File: src/rtl/sdx_kernel_addwm_read_scheduler.sv
`default_nettype none
// ============================================================================
// Module   : sdx_kernel_addwm_read_scheduler
// Purpose  : Splits a kernel read request (start address, length in beats)
//            into AXI4 AR bursts. No burst exceeds C_BURST_LEN beats or
//            crosses a 4 KB boundary. Issued-but-incomplete bursts are
//            counted and capped at C_MAX_OUTSTANDING.
// Ports    : clk, rst            - clock, synchronous active-high reset
//            ctrl_start/addr/length - request from the kernel control FSM
//            ctrl_idle, ctrl_done   - status back to the control FSM
//            m_axi_ar*             - AXI4 read address channel (master side)
//            rlast_hs              - one pulse per completed read burst
//            outstanding           - current outstanding burst count
// Revision : 1.0 - initial release
// ============================================================================
module sdx_kernel_addwm_read_scheduler #(
    parameter int C_ADDR_WIDTH      = 64,
    parameter int C_DATA_WIDTH      = 512,
    parameter int C_LENGTH_WIDTH    = 32,
    parameter int C_BURST_LEN       = 64,
    parameter int C_MAX_OUTSTANDING = 16
) (
    input  logic                                       clk,
    input  logic                                       rst,
    input  logic                                       ctrl_start,
    input  logic [C_ADDR_WIDTH-1:0]                    ctrl_addr,
    input  logic [C_LENGTH_WIDTH-1:0]                  ctrl_length,
    output logic                                       ctrl_idle,
    output logic                                       ctrl_done,
    output logic                                       m_axi_arvalid,
    input  logic                                       m_axi_arready,
    output logic [C_ADDR_WIDTH-1:0]                    m_axi_araddr,
    output logic [7:0]                                 m_axi_arlen,
    input  logic                                       rlast_hs,
    output logic [$clog2(C_MAX_OUTSTANDING+1)-1:0]     outstanding
);

    localparam int OUT_W      = $clog2(C_MAX_OUTSTANDING + 1);
    localparam int BEAT_BYTES = C_DATA_WIDTH / 8;
    localparam int BEAT_SHIFT = $clog2(BEAT_BYTES);

    localparam logic [2:0] S_IDLE  = 3'd0;
    localparam logic [2:0] S_CALC  = 3'd1;
    localparam logic [2:0] S_ISSUE = 3'd2;
    localparam logic [2:0] S_DRAIN = 3'd3;
    localparam logic [2:0] S_DONE  = 3'd4;

    logic [2:0]                state_q, state_d;
    logic [C_ADDR_WIDTH-1:0]   addr_q, addr_d;
    logic [C_LENGTH_WIDTH-1:0] remaining_q, remaining_d;
    logic [8:0]                len_q, len_d;
    logic                      arvalid_q, arvalid_d;
    logic [C_ADDR_WIDTH-1:0]   araddr_q, araddr_d;
    logic [7:0]                arlen_q, arlen_d;
    logic                      idle_q, idle_d;
    logic                      done_q, done_d;
    logic [OUT_W-1:0]          outstanding_q, outstanding_d;

    logic                      w_ar_hs;
    logic                      w_rlast;
    logic                      w_slot_free;
    logic [12:0]               w_bnd_beats;
    logic [12:0]               w_cap;
    logic [8:0]                w_len;

    assign w_ar_hs     = arvalid_q & m_axi_arready;
    // A completion with nothing outstanding is dropped so the count cannot wrap.
    assign w_rlast     = rlast_hs & (outstanding_q != '0);
    assign w_slot_free = outstanding_q < OUT_W'(C_MAX_OUTSTANDING);

    // Beats left before the next 4 KB page; 13 bits so a page-aligned
    // address yields the full 4096 bytes.
    assign w_bnd_beats = (13'd4096 - {1'b0, addr_q[11:0]}) >> BEAT_SHIFT;
    assign w_cap       = (w_bnd_beats < 13'(C_BURST_LEN)) ? w_bnd_beats : 13'(C_BURST_LEN);
    assign w_len       = (remaining_q < C_LENGTH_WIDTH'(w_cap)) ? remaining_q[8:0] : w_cap[8:0];

    // ------------------------------------------------------------------
    // State and output registers
    // ------------------------------------------------------------------
    always_ff @(posedge clk) begin
        if (rst) begin
            state_q       <= S_IDLE;
            addr_q        <= '0;
            remaining_q   <= '0;
            len_q         <= '0;
            arvalid_q     <= 1'b0;
            araddr_q      <= '0;
            arlen_q       <= '0;
            idle_q        <= 1'b1;
            done_q        <= 1'b0;
            outstanding_q <= '0;
        end else begin
            state_q       <= state_d;
            addr_q        <= addr_d;
            remaining_q   <= remaining_d;
            len_q         <= len_d;
            arvalid_q     <= arvalid_d;
            araddr_q      <= araddr_d;
            arlen_q       <= arlen_d;
            idle_q        <= idle_d;
            done_q        <= done_d;
            outstanding_q <= outstanding_d;
        end
    end

    // ------------------------------------------------------------------
    // Next-state logic
    // ------------------------------------------------------------------
    always_comb begin
        state_d = state_q;
        case (state_q)
            S_IDLE:  if (ctrl_start) state_d = S_CALC;
            S_CALC:  state_d = (remaining_q == '0) ? S_DRAIN : S_ISSUE;
            S_ISSUE: if (w_ar_hs) state_d = S_CALC;
            S_DRAIN: if (outstanding_q == '0) state_d = S_DONE;
            S_DONE:  state_d = S_IDLE;
            default: state_d = S_IDLE;
        endcase
    end

    // ------------------------------------------------------------------
    // Datapath and registered-output next values
    // ------------------------------------------------------------------
    always_comb begin
        addr_d      = addr_q;
        remaining_d = remaining_q;
        len_d       = len_q;
        arvalid_d   = 1'b0;
        araddr_d    = araddr_q;
        arlen_d     = arlen_q;
        case (state_q)
            S_IDLE: begin
                if (ctrl_start) begin
                    addr_d      = ctrl_addr;
                    remaining_d = ctrl_length;
                end
            end
            S_CALC: begin
                if (remaining_q != '0) begin
                    len_d     = w_len;
                    araddr_d  = addr_q;
                    arlen_d   = 8'(w_len - 9'd1);
                    arvalid_d = w_slot_free;
                end
            end
            S_ISSUE: begin
                if (w_ar_hs) begin
                    addr_d      = addr_q + (C_ADDR_WIDTH'(len_q) << BEAT_SHIFT);
                    remaining_d = remaining_q - C_LENGTH_WIDTH'(len_q);
                end else begin
                    // Once raised, arvalid holds until accepted; the slot
                    // gate only decides when it is first raised.
                    arvalid_d = arvalid_q | w_slot_free;
                end
            end
            default: ;
        endcase

        idle_d = (state_d == S_IDLE);
        done_d = (state_d == S_DONE);

        outstanding_d = outstanding_q;
        if (w_ar_hs && !w_rlast) begin
            outstanding_d = outstanding_q + OUT_W'(1);
        end else if (!w_ar_hs && w_rlast) begin
            outstanding_d = outstanding_q - OUT_W'(1);
        end
    end

    assign ctrl_idle     = idle_q;
    assign ctrl_done     = done_q;
    assign m_axi_arvalid = arvalid_q;
    assign m_axi_araddr  = araddr_q;
    assign m_axi_arlen   = arlen_q;
    assign outstanding   = outstanding_q;

endmodule
`default_nettype wire
File: config.mk
export PLATFORM = sky130hd
export DESIGN_NAME = sdx_kernel_addwm_read_scheduler
export DESIGN_NICKNAME = d
export VERILOG_FILES = /design/src/rtl/sdx_kernel_addwm_read_scheduler.sv
export SDC_FILE = /design/constraint.sdc
export NUM_CORES = 1
export LEC_CHECK = 0
export BUFFER_PORTS_ARGS = -buffer_cell sky130_fd_sc_hd__buf_2
export CAP_MARGIN = 10
export CORE_ASPECT_RATIO = 1.4
export CORE_MARGIN = 2
export CORE_UTILIZATION = 54
export CTS_BUF_LIST = sky130_fd_sc_hd__clkbuf_2
export DETAILED_ROUTE_END_ITERATION = 7
export HOLD_SLACK_MARGIN = 0.15
export PLACE_DENSITY_LB_ADDON = 0.12
export REMOVE_ABC_BUFFERS = 1
export SLEW_MARGIN = 10
export SYNTH_ARGS = -nofsm -noshare
export SYNTH_HDL_FRONTEND = slang
export SYNTH_SLANG_ARGS = --single-unit
export TNS_END_PERCENT = 10
File: constraint.sdc
create_clock -name clk -period 12.1 [get_ports clk]
set_clock_uncertainty 0.1 [all_clocks]
set_input_delay 3.63 -clock clk [delete_from_list [all_inputs] [get_ports clk]]
set_output_delay 3.63 -clock clk [all_outputs]
set_load 0.03 [all_outputs]
==> reports/results.tsv <==
stage	metric	value	unit
run_status	status	completed	
route	totalWireLength	31200	um
place	gp_congestion	0.940	
sta	setup_viol	0	
cts	cts_tree	yes	
hold_path	hold_path_depth	2	
sta	timing.final.ws_setup	6.00	ns
synthesis	ys_warn_count	0	
setup_path	worstSetupPathType	primary input to flip-flop	
hold_path	min-delay-start	m_axi_araddr[46]	
floorplanning	pin_count	181	
synthesis	synthFlopType	dfxtp_1	
route	drc	0	
synthesis	synth.distinct_cells	68	
route	vias_per_cell	6.18	
synthesis	synth_top_area_share	36.7	%
route	wl_met1	12800	um
setup_path	crit_fanout	88	
cts	h-tree-depth	4	
job	drv_cap	0	
hold_path	min_to	m_axi_araddr[46]	
sta	fin_crit	6.10	ns
setup_path	rrSetupSlack	6.96	ns
synthesis	async_reset_ff_share	0	%
grt	grt_antenna_before_repair	1	
floorplanning	die_h	167	um
synthesis	synth_area_leaders	dfxtp_1 (37%), nand2_1 (8.8%), a21oi_1 (6.8%)	
grt	grt_use_total	30.4	%
setup_path	r2r_start	addr_q[5]	
synthesis	synth_edf_count	0	
route	antenna_left	0	
synthesis	syn_inst	1348	
cts	path_clk_slew	0.27	ns
final_layout	area.growth.synth_to_final	11.5	%
synthesis	synth-seq-area-share	36.7	%
floorplanning	dieArea	20100	um^2
setup_path	end_kind	flip-flop	
pwr	power_density	141	nW/um^2
cts	postCtsHoldBufs	0	
sta	slew_headroom	38.0	%
grt	grt_pass1_vias	9943	
place	io_buffers	180	
final_layout	final_nets	1595	
final_layout	drive_above_1_share	17.2	%
cts	cts_buffers	17	
floorplanning	coreArea	18600	um^2
place	hpwlAfterDp	21600	um
cts	cts.repair.resized	0	
route	vias	10600	
sta	rsz0062_at_grt	false	
floorplanning	fp.dieW	121	um
cts	clockBufferDepth	2	
sta	drv_slew	0	
cts	clock_sinks	188	
floorplanning	start_util	55.2	%
setup_path	rr_endpoint	m_axi_arlen[6]	
setup_path	cpLargestDelayFamily	buffers and inverters	
sta	max_freq	0.164	GHz
setup_path	arrival	6.74	ns
grt	grt_pass1_wl	49700	um
sta	fin_crit_sh	50.4	%
hold_path	hp-class	flip-flop to flip-flop	
setup_path	worstPathBufferInverterCount	4	
cts	clkLatencyLatePin	0.80	ns
route	wl_met2	15100	um
sta	worst-slew-pin-transition	0.930	ns
floorplanning	row_count	59	
cts	clockRootBuffer	clkbuf_2	
final_layout	final_cell_mix	nand2_1 (240), dfxtp_1 (188), buf_2 (179)	
grt	overflow	0	
sta	setup_tns	0	ns
synthesis	syn_area	10300	um^2
cts	post_cts_buffers	0	
synthesis	synth.largest_area_cell	dfxtp_1	
setup_path	cpMaxStageDelayCell	buf_4	
route	drtIter0Drc	910	
place	dp_slack	5.23	ns
synthesis	ys_ff_latch	188	
synthesis	syn_avg_cell_area	7.62	um^2
route	met3WireLength	1920	um
final_layout	fill_cells	1809	
setup_path	crit_path_max_incr_delay	0.69	ns
route	wl_per_cell	18.1	um
sta	hold_viol	0	
grt	grt_max_degree	89	
setup_path	crit_chain	buf_2 -> nand2_1 -> inv_1 -> mux2i_1 -> nor3_2 -> buf_4 -> nand2_1 -> buf_4 -> nand2b_1 -> a31oi_1 -> nor3_1	
pwr	power.leakage	4.47	nW
setup_path	cp-start-kind	primary input	
final_layout	final_common_cell	nand2_1	
pwr	vdd_ir_drop_max	0.114	mV
route	drt_first_pass_iters	7	
setup_path	reg2reg_depth	15	
route	top_layer_used	met4	
setup_path	required	12.74	ns
[synth_stat cells, types with 6 or more instances]
cell / number
a22oi_1: 10
o22ai_1: 15
a21oi_1: 139
inv_1: 31
or4_1: 9
a21o_1: 9
mux2_2: 6
ha_1: 29
nand2_1: 241
nor3_1: 50
or3_1: 10
nor2_1: 101
buf_2: 7
o311ai_0: 8
dfxtp_1: 188
and3_1: 24
mux2i_1: 12
o21a_1: 12
o21ai_0: 56
and4_1: 11
a31oi_1: 21
nand4_1: 21
nand3_1: 44
nor2b_1: 7
nor4_1: 18
and2_1: 8
o31ai_1: 8
xnor2_1: 12
clkbuf_1: 87
a311oi_1: 13
o211ai_1: 12
nand2b_1: 9
xor2_1: 6
a211oi_1: 35
[worst min-delay path: stages, from the launching register on]
cell and delay (ns):
dfxtp_1 0.37, nand2_1 0.05, a21oi_1 0.05
[flip-flops by register name, indices dropped and copies added, names as in the netlist]
register       count
addr_q            64
ctrl_done          1
ctrl_idle          1
len_q              9
m_axi_araddr      64
m_axi_arlen        8
m_axi_arvalid      1
outstanding        5
remaining_q       32
state_q            3
[cells by family (layout without fill, tap and decap cells)]
logic type | count (synthesis) | count (layout) | synth area share [%]
buffers and inverters | 130 | 256 | 4.84
muxes | 19 | 19 | 1.97
DFF | 188 | 188 | 36.7
xor gates and xnor gates | 18 | 18 | 1.54
and+or+nand+nor | 578 | 578 | 27.1
other | 0 | 3 | 0
adders and majority gates | 32 | 32 | 4.12
AOI/OAI and AO/OA | 383 | 383 | 23.8
[stage by stage]
stage	hold slack (ns)	util, %	instances	power, W	cell area (um^2)
floorplan	0.334	-	1249	0.00115	9890
global placement	0.341	60.4	1687	0.00130	11200
detailed placement	0.344	60.4	1687	0.00132	11200
CTS	0.371	61.5	1718	0.00162	11400
global route	0.388	61.5	1721	0.00172	11400
finish	0.370	61.5	1721	0.00162	11400
[area by class of cell]
| cell class | instances | area (um^2) | area share, % |
|---|---|---|---|
| Inverter | 31 | 116 | 1.02 |
| Clock inverter | 13 | 120 | 1.05 |
| Clock buffer | 18 | 90.1 | 0.787 |
| Antenna cell | 3 | 7.51 | 0.0656 |
| Multi-Input combinational cell | 1030 | 6040 | 52.7 |
| Timing Repair Buffer | 194 | 1010 | 8.81 |
| Tap cell | 244 | 305 | 2.67 |
| Sequential cell | 188 | 3760 | 32.9 |
[report_power, final]
part / internal, W / total, W / switching [W]
combinational: 0.000207 / 0.000552 / 0.000345
sequential: 0.000683 / 0.000761 / 0.0000780
clock: 0.0000757 / 0.000303 / 0.000227
[per-layer routing]
layer / track usage [%] / up-vias
met4: 15.0 / 0
met5: 0 / -
met3: 4.50 / 85
met1: 37.3 / 4978
li1: - / 5136
met2: 51.5 / 438
[worst max-delay path by stage]
stage / depth (start not counted) / slack [ns] / endpoint / startpoint
after floorplan: 7 / 1.22 / addr_q[31] / m_axi_arready
after CTS: 11 / 6.11 / addr_q[56] / m_axi_arready
after global placement: 11 / 5.32 / addr_q[56] / m_axi_arready
after detailed placement: 11 / 5.23 / addr_q[56] / m_axi_arready
final: 11 / 6.00 / addr_q[62] / m_axi_arready
after global routing: 11 / 5.81 / addr_q[62] / m_axi_arready
No activity file was read; power rests on OpenSTA's default activity.
